`config.mk`:
```
export PLATFORM = sky130hd
export DESIGN_NAME = joy_cond
export DESIGN_NICKNAME = d
export VERILOG_FILES = /design/src/rtl/joy_pkg.sv /design/src/rtl/joy_debounce.sv /design/src/rtl/joy_cond.sv
export SDC_FILE = /design/constraint.sdc
export NUM_CORES = 1
export LEC_CHECK = 0
export ABC_AREA = 1
export ABC_CLOCK_PERIOD_IN_PS = 1500
export BUFFER_PORTS_ARGS = -buffer_cell sky130_fd_sc_hd__buf_4
export CAP_MARGIN = 20
export CORE_MARGIN = 4
export CORE_UTILIZATION = 41
export DETAILED_ROUTE_END_ITERATION = 10
export PLACE_DENSITY = 0.7
export SLEW_MARGIN = 20
export SYNTH_ARGS = -nofsm -noshare
export SYNTH_HDL_FRONTEND = slang
export SYNTH_SLANG_ARGS = --single-unit
export TNS_END_PERCENT = 30
```
`constraint.sdc`:
```
create_clock -name clk_sys -period 1.5 [get_ports clk_sys]
set_clock_uncertainty 0.1 [all_clocks]
set_input_delay 0.225 -clock clk_sys [delete_from_list [all_inputs] [get_ports clk_sys]]
set_output_delay 0.225 -clock clk_sys [all_outputs]
set_load 0.02 [all_outputs]
```
`src/rtl/joy_pkg.sv`:
```
// joy_pkg: bit map and widths shared by the joystick conditioner
package joy_pkg;
    localparam int JOY_W  = 10;
    localparam int NBTN   = 6;
    localparam int JOY_R  = 0;
    localparam int JOY_L  = 1;
    localparam int JOY_D  = 2;
    localparam int JOY_U  = 3;
    localparam int JOY_K1 = 4;
    localparam int JOY_K2 = 5;
    localparam int JOY_K3 = 6;
    localparam int JOY_K4 = 7;
    localparam int JOY_K5 = 8;
    localparam int JOY_K6 = 9;
endpackage

```
`src/rtl/joy_debounce.sv`:
```
// joy_debounce: accepts a new level after DEB_TICKS consecutive mismatching ticks
module joy_debounce #(
    parameter int DEB_TICKS = 4
) (
    input  logic clk_sys,
    input  logic reset_n,
    input  logic sync,
    input  logic tick,
    output logic db
);
    localparam int CW = $clog2(DEB_TICKS + 1);
    logic [CW-1:0] cnt;
    always_ff @(posedge clk_sys or negedge reset_n) begin
        if (!reset_n) begin
            db  <= 1'b0;
            cnt <= '0;
        end else if (sync == db) begin
            cnt <= '0;
        end else if (tick) begin
            if (cnt == CW'(DEB_TICKS - 1)) begin
                db  <= sync;
                cnt <= '0;
            end else begin
                cnt <= cnt + 1'b1;
            end
        end
    end
endmodule

```
`src/rtl/joy_cond.sv`:
```
// joy_cond: synchronise, debounce, resolve opposing directions and autofire a raw joystick word
module joy_cond
    import joy_pkg::*;
#(
    parameter int TICK_DIV  = 3579,
    parameter int DEB_TICKS = 4,
    parameter int AF_TICKS  = 33
) (
    input  logic             clk_sys,
    input  logic             reset_n,
    input  logic [JOY_W-1:0] joy_raw,
    input  logic [NBTN-1:0]  af_en,
    output logic [JOY_W-1:0] joy_out,
    output logic             joy_chg
);
    localparam int PW = $clog2(TICK_DIV);
    localparam int AW = $clog2(AF_TICKS + 1);
    logic [JOY_W-1:0] sync1, sync2, db, nxt;
    logic [PW-1:0]    pcnt;
    logic [AW-1:0]    af_cnt;
    logic             af_phase, tick, hold;
    logic [3:0]       dir;
    logic [NBTN-1:0]  btn;

    always_ff @(posedge clk_sys or negedge reset_n) begin
        if (!reset_n) begin
            sync1 <= '0;
            sync2 <= '0;
        end else begin
            sync1 <= joy_raw;
            sync2 <= sync1;
        end
    end

    assign tick = pcnt == PW'(TICK_DIV - 1);

    always_ff @(posedge clk_sys or negedge reset_n) begin
        if (!reset_n) pcnt <= '0;
        else          pcnt <= tick ? '0 : pcnt + 1'b1;
    end

    for (genvar i = 0; i < JOY_W; i++) begin : g_deb
        joy_debounce #(.DEB_TICKS(DEB_TICKS)) u_deb (
            .clk_sys (clk_sys),
            .reset_n (reset_n),
            .sync    (sync2[i]),
            .tick    (tick),
            .db      (db[i])
        );
    end

    // all autofire buttons share one phase; it parks at 1 so a fresh press fires at once
    assign hold = |(af_en & db[JOY_K6:JOY_K1]);

    always_ff @(posedge clk_sys or negedge reset_n) begin
        if (!reset_n) begin
            af_cnt   <= '0;
            af_phase <= 1'b1;
        end else if (!hold) begin
            af_cnt   <= '0;
            af_phase <= 1'b1;
        end else if (tick) begin
            af_cnt   <= (af_cnt == AW'(AF_TICKS - 1)) ? '0 : af_cnt + 1'b1;
            af_phase <= (af_cnt == AW'(AF_TICKS - 1)) ? ~af_phase : af_phase;
        end
    end

    always_comb begin
        dir[JOY_R] = db[JOY_R] & ~db[JOY_L];
        dir[JOY_L] = db[JOY_L] & ~db[JOY_R];
        dir[JOY_D] = db[JOY_D] & ~db[JOY_U];
        dir[JOY_U] = db[JOY_U] & ~db[JOY_D];
        btn        = db[JOY_K6:JOY_K1] & (~af_en | {NBTN{af_phase}});
        nxt        = {btn, dir};
    end

    always_ff @(posedge clk_sys or negedge reset_n) begin
        if (!reset_n) begin
            joy_out <= '0;
            joy_chg <= 1'b0;
        end else begin
            joy_out <= nxt;
            joy_chg <= nxt != joy_out;
        end
    end
endmodule

```
==> results.ini <==
[run_status]
violations = setup timing
status = finished with violations

[power]
power_density_mw_per_mm2 = 838
clkPwrFrac_pct = 41.2
switchingPower_mw = 1.01
leakage_nw = 2.86
p_seq_share_pct = 54.9
p_comb_share_pct = 3.9
ir_worst_vdd_mv = 0.553
internal-power_mw = 3.48
swShare_pct = 22.6

[route]
route.detailed.drc = 0
drt-initial-drc-count = 143
vias = 3337
wl_per_cell_um = 11.8
viasPerCell = 4.66
routed_wl_mm = 8.43
dr.pass1.iters = 4
antenna_left = 0

[cells_and_area]
diodes = 0
nNetsFinal = 610
drive_gt1_share_pct = 24.2
seqCellArea_mm2 = 0.00225
fin_util_pct = 54.1
multi_input_area_mm2 = 0.00175
fill_cells = 872
syn_to_final_growth_pct = 26.6
finalNonFillerCells = 716

[clock_network]
cts_tree = done
cts_num_sinks = 90
cts_buffer_depth = 2
cts_buffers = 9
cts-htree-levels = 3
clk_latency_ns = 0.37
clkTransAtPathRegs_ns = 0.09
cts_root_buffer = clkbuf_8

[sta]
finalSetupTns_ns = -3.42
grt_setup_unrepaired = yes
fin_ws_ns = -0.128
relSlewSlack_pct = 68.2
fin_crit_sh_pct = 109
setup_violations = 52
drv_slew = 0
tightest_slew_ns = 0.476
hold_viol = 0
fmax_mhz = 614
finalCriticalPeriod_ns = 1.63
fin_hold_ws_ns = 0.0360

[worst_setup_path]
crit_path_end_kind = flip-flop
path_cells = inv_2, ha_4, nand2_4, nor2_4, nand3_4, buf_6, nand2_2, inv_2, nand2_2, o21ai_1
regToRegSetupSlack_ns = -0.13
cp_max_fo = 7
crit_type = flip-flop to flip-flop
cp_num_buf_inv = 3
crit_arrival_ns = 1.80
cp-start-kind = flip-flop
slowest_delay_ns = 0.41
required_ns = 1.67
cpLargestDelayFamily = simple AND/OR/NAND/NOR gates
worst_path_max_delay_cell = dfrtp_1

[die]
fp-row-count = 36
fp.dieArea_mm2 = 0.0120
die_w_um = 110
core_mm2 = 0.00991
fp.dieH_um = 110
ioPinCount = 29
initial_core_util_pct = 42.7

[synthesis]
async_reset_ff_share_pct = 100
synth_seq_cells = 90
synthTopCellsByArea = dfrtp_1 (53%), nand2_1 (13%), inv_1 (7.4%), nand3_1 (5.7%), ha_1 (4.1%)
synth_cell_type_count = 28
yosys_warnings = 0
synth-main-ff-cell = dfrtp_1
synth_area_leader_cell = dfrtp_1
netlist_instances = 499
yosysTopAreaCellShare_pct = 52.6
yosysSeqAreaShare_pct = 53.2
synth_edf_count = 0
synthesis.nets = 531
postSynthAreaPerCell_um2 = 8.49
syn-cell-area_mm2 = 0.00423

[global_route]
grt_antenna_before_repair = 0
grt_pass1_wl_mm = 14.9
track_usage_pct = 15.8
grt_pass1_vias = 3416
grt-ovfl-total = 0
grt_max_degree = 40

[placement]
hpwl_mm = 5.90
port-buffer-count = 28
place_inst = 682
gp_congestion = 0.866

[flow_run]
maxCapViolations = 0

[worst_hold_path]
hold_path_class = input pin to flip-flop

==> registers in the layout, indices dropped and copies added (netlist names), 6 cells and up <==
| name | flops |
|---|---|
| pcnt | 12 |
| af_cnt | 6 |
| joy_out | 10 |
| sync1 | 10 |
| sync2 | 10 |
| g_deb.u_deb.db | 10 |
| g_deb.u_deb.cnt | 30 |
==> cell type report <==
type                    instances  area share [%]
clock buffers                   9            2.31
multi-input cells             317            32.6
well taps                     133            3.10
flip-flops and latches         90            42.0
inverters                      87            6.18
clock inverters                 7            1.84
repair buffers                 73            11.9
==> cell usage after synthesis, types with 2 or more instances <==
master     n
nand2_2    3
ha_1      14
nor2_4     2
nor3_1     4
inv_1     83
nand4_1    6
nand2_1  144
dfrtp_1   89
xnor2_1    4
nor2_2     3
buf_6      4
nor2_1    38
xor2_1    16
nand3_1   48
or2_2      2
o21ai_0   15
inv_2      4
o21ai_1   10
==> cells in the final DEF (no fill, tap or decap), drive strengths merged, types with 2 or more instances in the layout <==
cell type    Yosys  routed
clkbuf           0       9
bufinv           0       2
ha              14      14
nand2          147     147
nand4            6       6
dfrtp           89      89
nand3           49      49
clkinv           0       2
dlygate4sd3      0      12
o21ai           26      26
nor2            43      43
inv             87      89
xnor2            4       4
xor2            16      16
buf              5      61
or2              2       2
nor3             5       5
==> worst register-to-register path, cell delays in order (launching register included) <==
cell and delay (ns):
dfrtp_1 0.41, inv_2 0.08, ha_4 0.16, nand2_4 0.07, nor2_4 0.11, nand3_4 0.17, buf_6 0.20, nand2_2 0.06
inv_2 0.05, nand2_2 0.05, o21ai_1 0.06
==> kinds of logic after synthesis <==
kind of cell               share of synthesized area (%)
xor gates and xnor gates                            4.14
DFF                                                 53.2
buffers and inverters                               8.89
adders and majority gates                           4.14
and+or+nand+nor                                     26.0
AOI/OAI and AO/OA                                   3.61
==> power by group through the flow <==
stage | Combinational (mW) | Clock [mW] | Sequential (mW)
6_report | 0.176 | 1.85 | 2.46
5_1_grt | 0.199 | 2.02 | 2.47
4_1_cts | 0.175 | 1.93 | 2.47
3_5_place_dp | 0.139 | 0 | 2.51
3_3_place_gp | 0.137 | 0 | 2.51
2_1_floorplan | 0.0342 | 0 | 2.51
==> worst paths after layout <==
check                                   start                                 to  depth (start not counted)
setup / recovery            pcnt[0]$_DFF_PN0_  g_deb[7].u_deb.cnt[1]$_DFFE_PN0P_                         10
hold / removal                       af_en[4]               joy_out[8]$_DFF_PN0_                          4
min in group asynchronous             reset_n                  pcnt[8]$_DFF_PN0_                          2
max in group asynchronous             reset_n                 sync1[8]$_DFF_PN0_                          3
setup reg to reg            pcnt[0]$_DFF_PN0_  g_deb[7].u_deb.cnt[1]$_DFFE_PN0P_                         10
hold reg to reg            sync1[8]$_DFF_PN0_                 sync2[8]$_DFF_PN0_                          0
==> what timing repair did <==
| action | 4_1_cts | 5_1_grt |
|---|---|---|
| gates cloned | 1 | 0 |
| pin swaps | 5 | 4 |
| buffers inserted | 3 | 2 |
| endpoints found under the hold margin | 36 | 0 |
| endpoints found under the setup margin | 50 | 59 |
| gates resized for setup | 37 | 33 |
| hold buffers | 12 | 0 |
==> through the flow <==
stage / setup slack [ns] / area, um2 / power (mW)
2_1_floorplan: 0.00647 / 4240 / 2.54
3_3_place_gp: -0.0942 / 4800 / 2.65
3_5_place_dp: -0.155 / 4800 / 2.65
4_1_cts: -0.0526 / 5260 / 4.57
5_1_grt: -0.210 / 5360 / 4.69
6_report: -0.128 / 5360 / 4.49
==> routing by layer <==
layer,wire (um),up-vias,share of wire [%],global-route usage (%)
met2,4420,31,52,27.9
met4,127,0,1.5,5.79
met5,0,-,0,0
met1,3640,1605,43,18.4
li1,-,1690,-,-
met3,245,11,2.9,4.17
No activity file was read; power rests on OpenSTA's default activity.
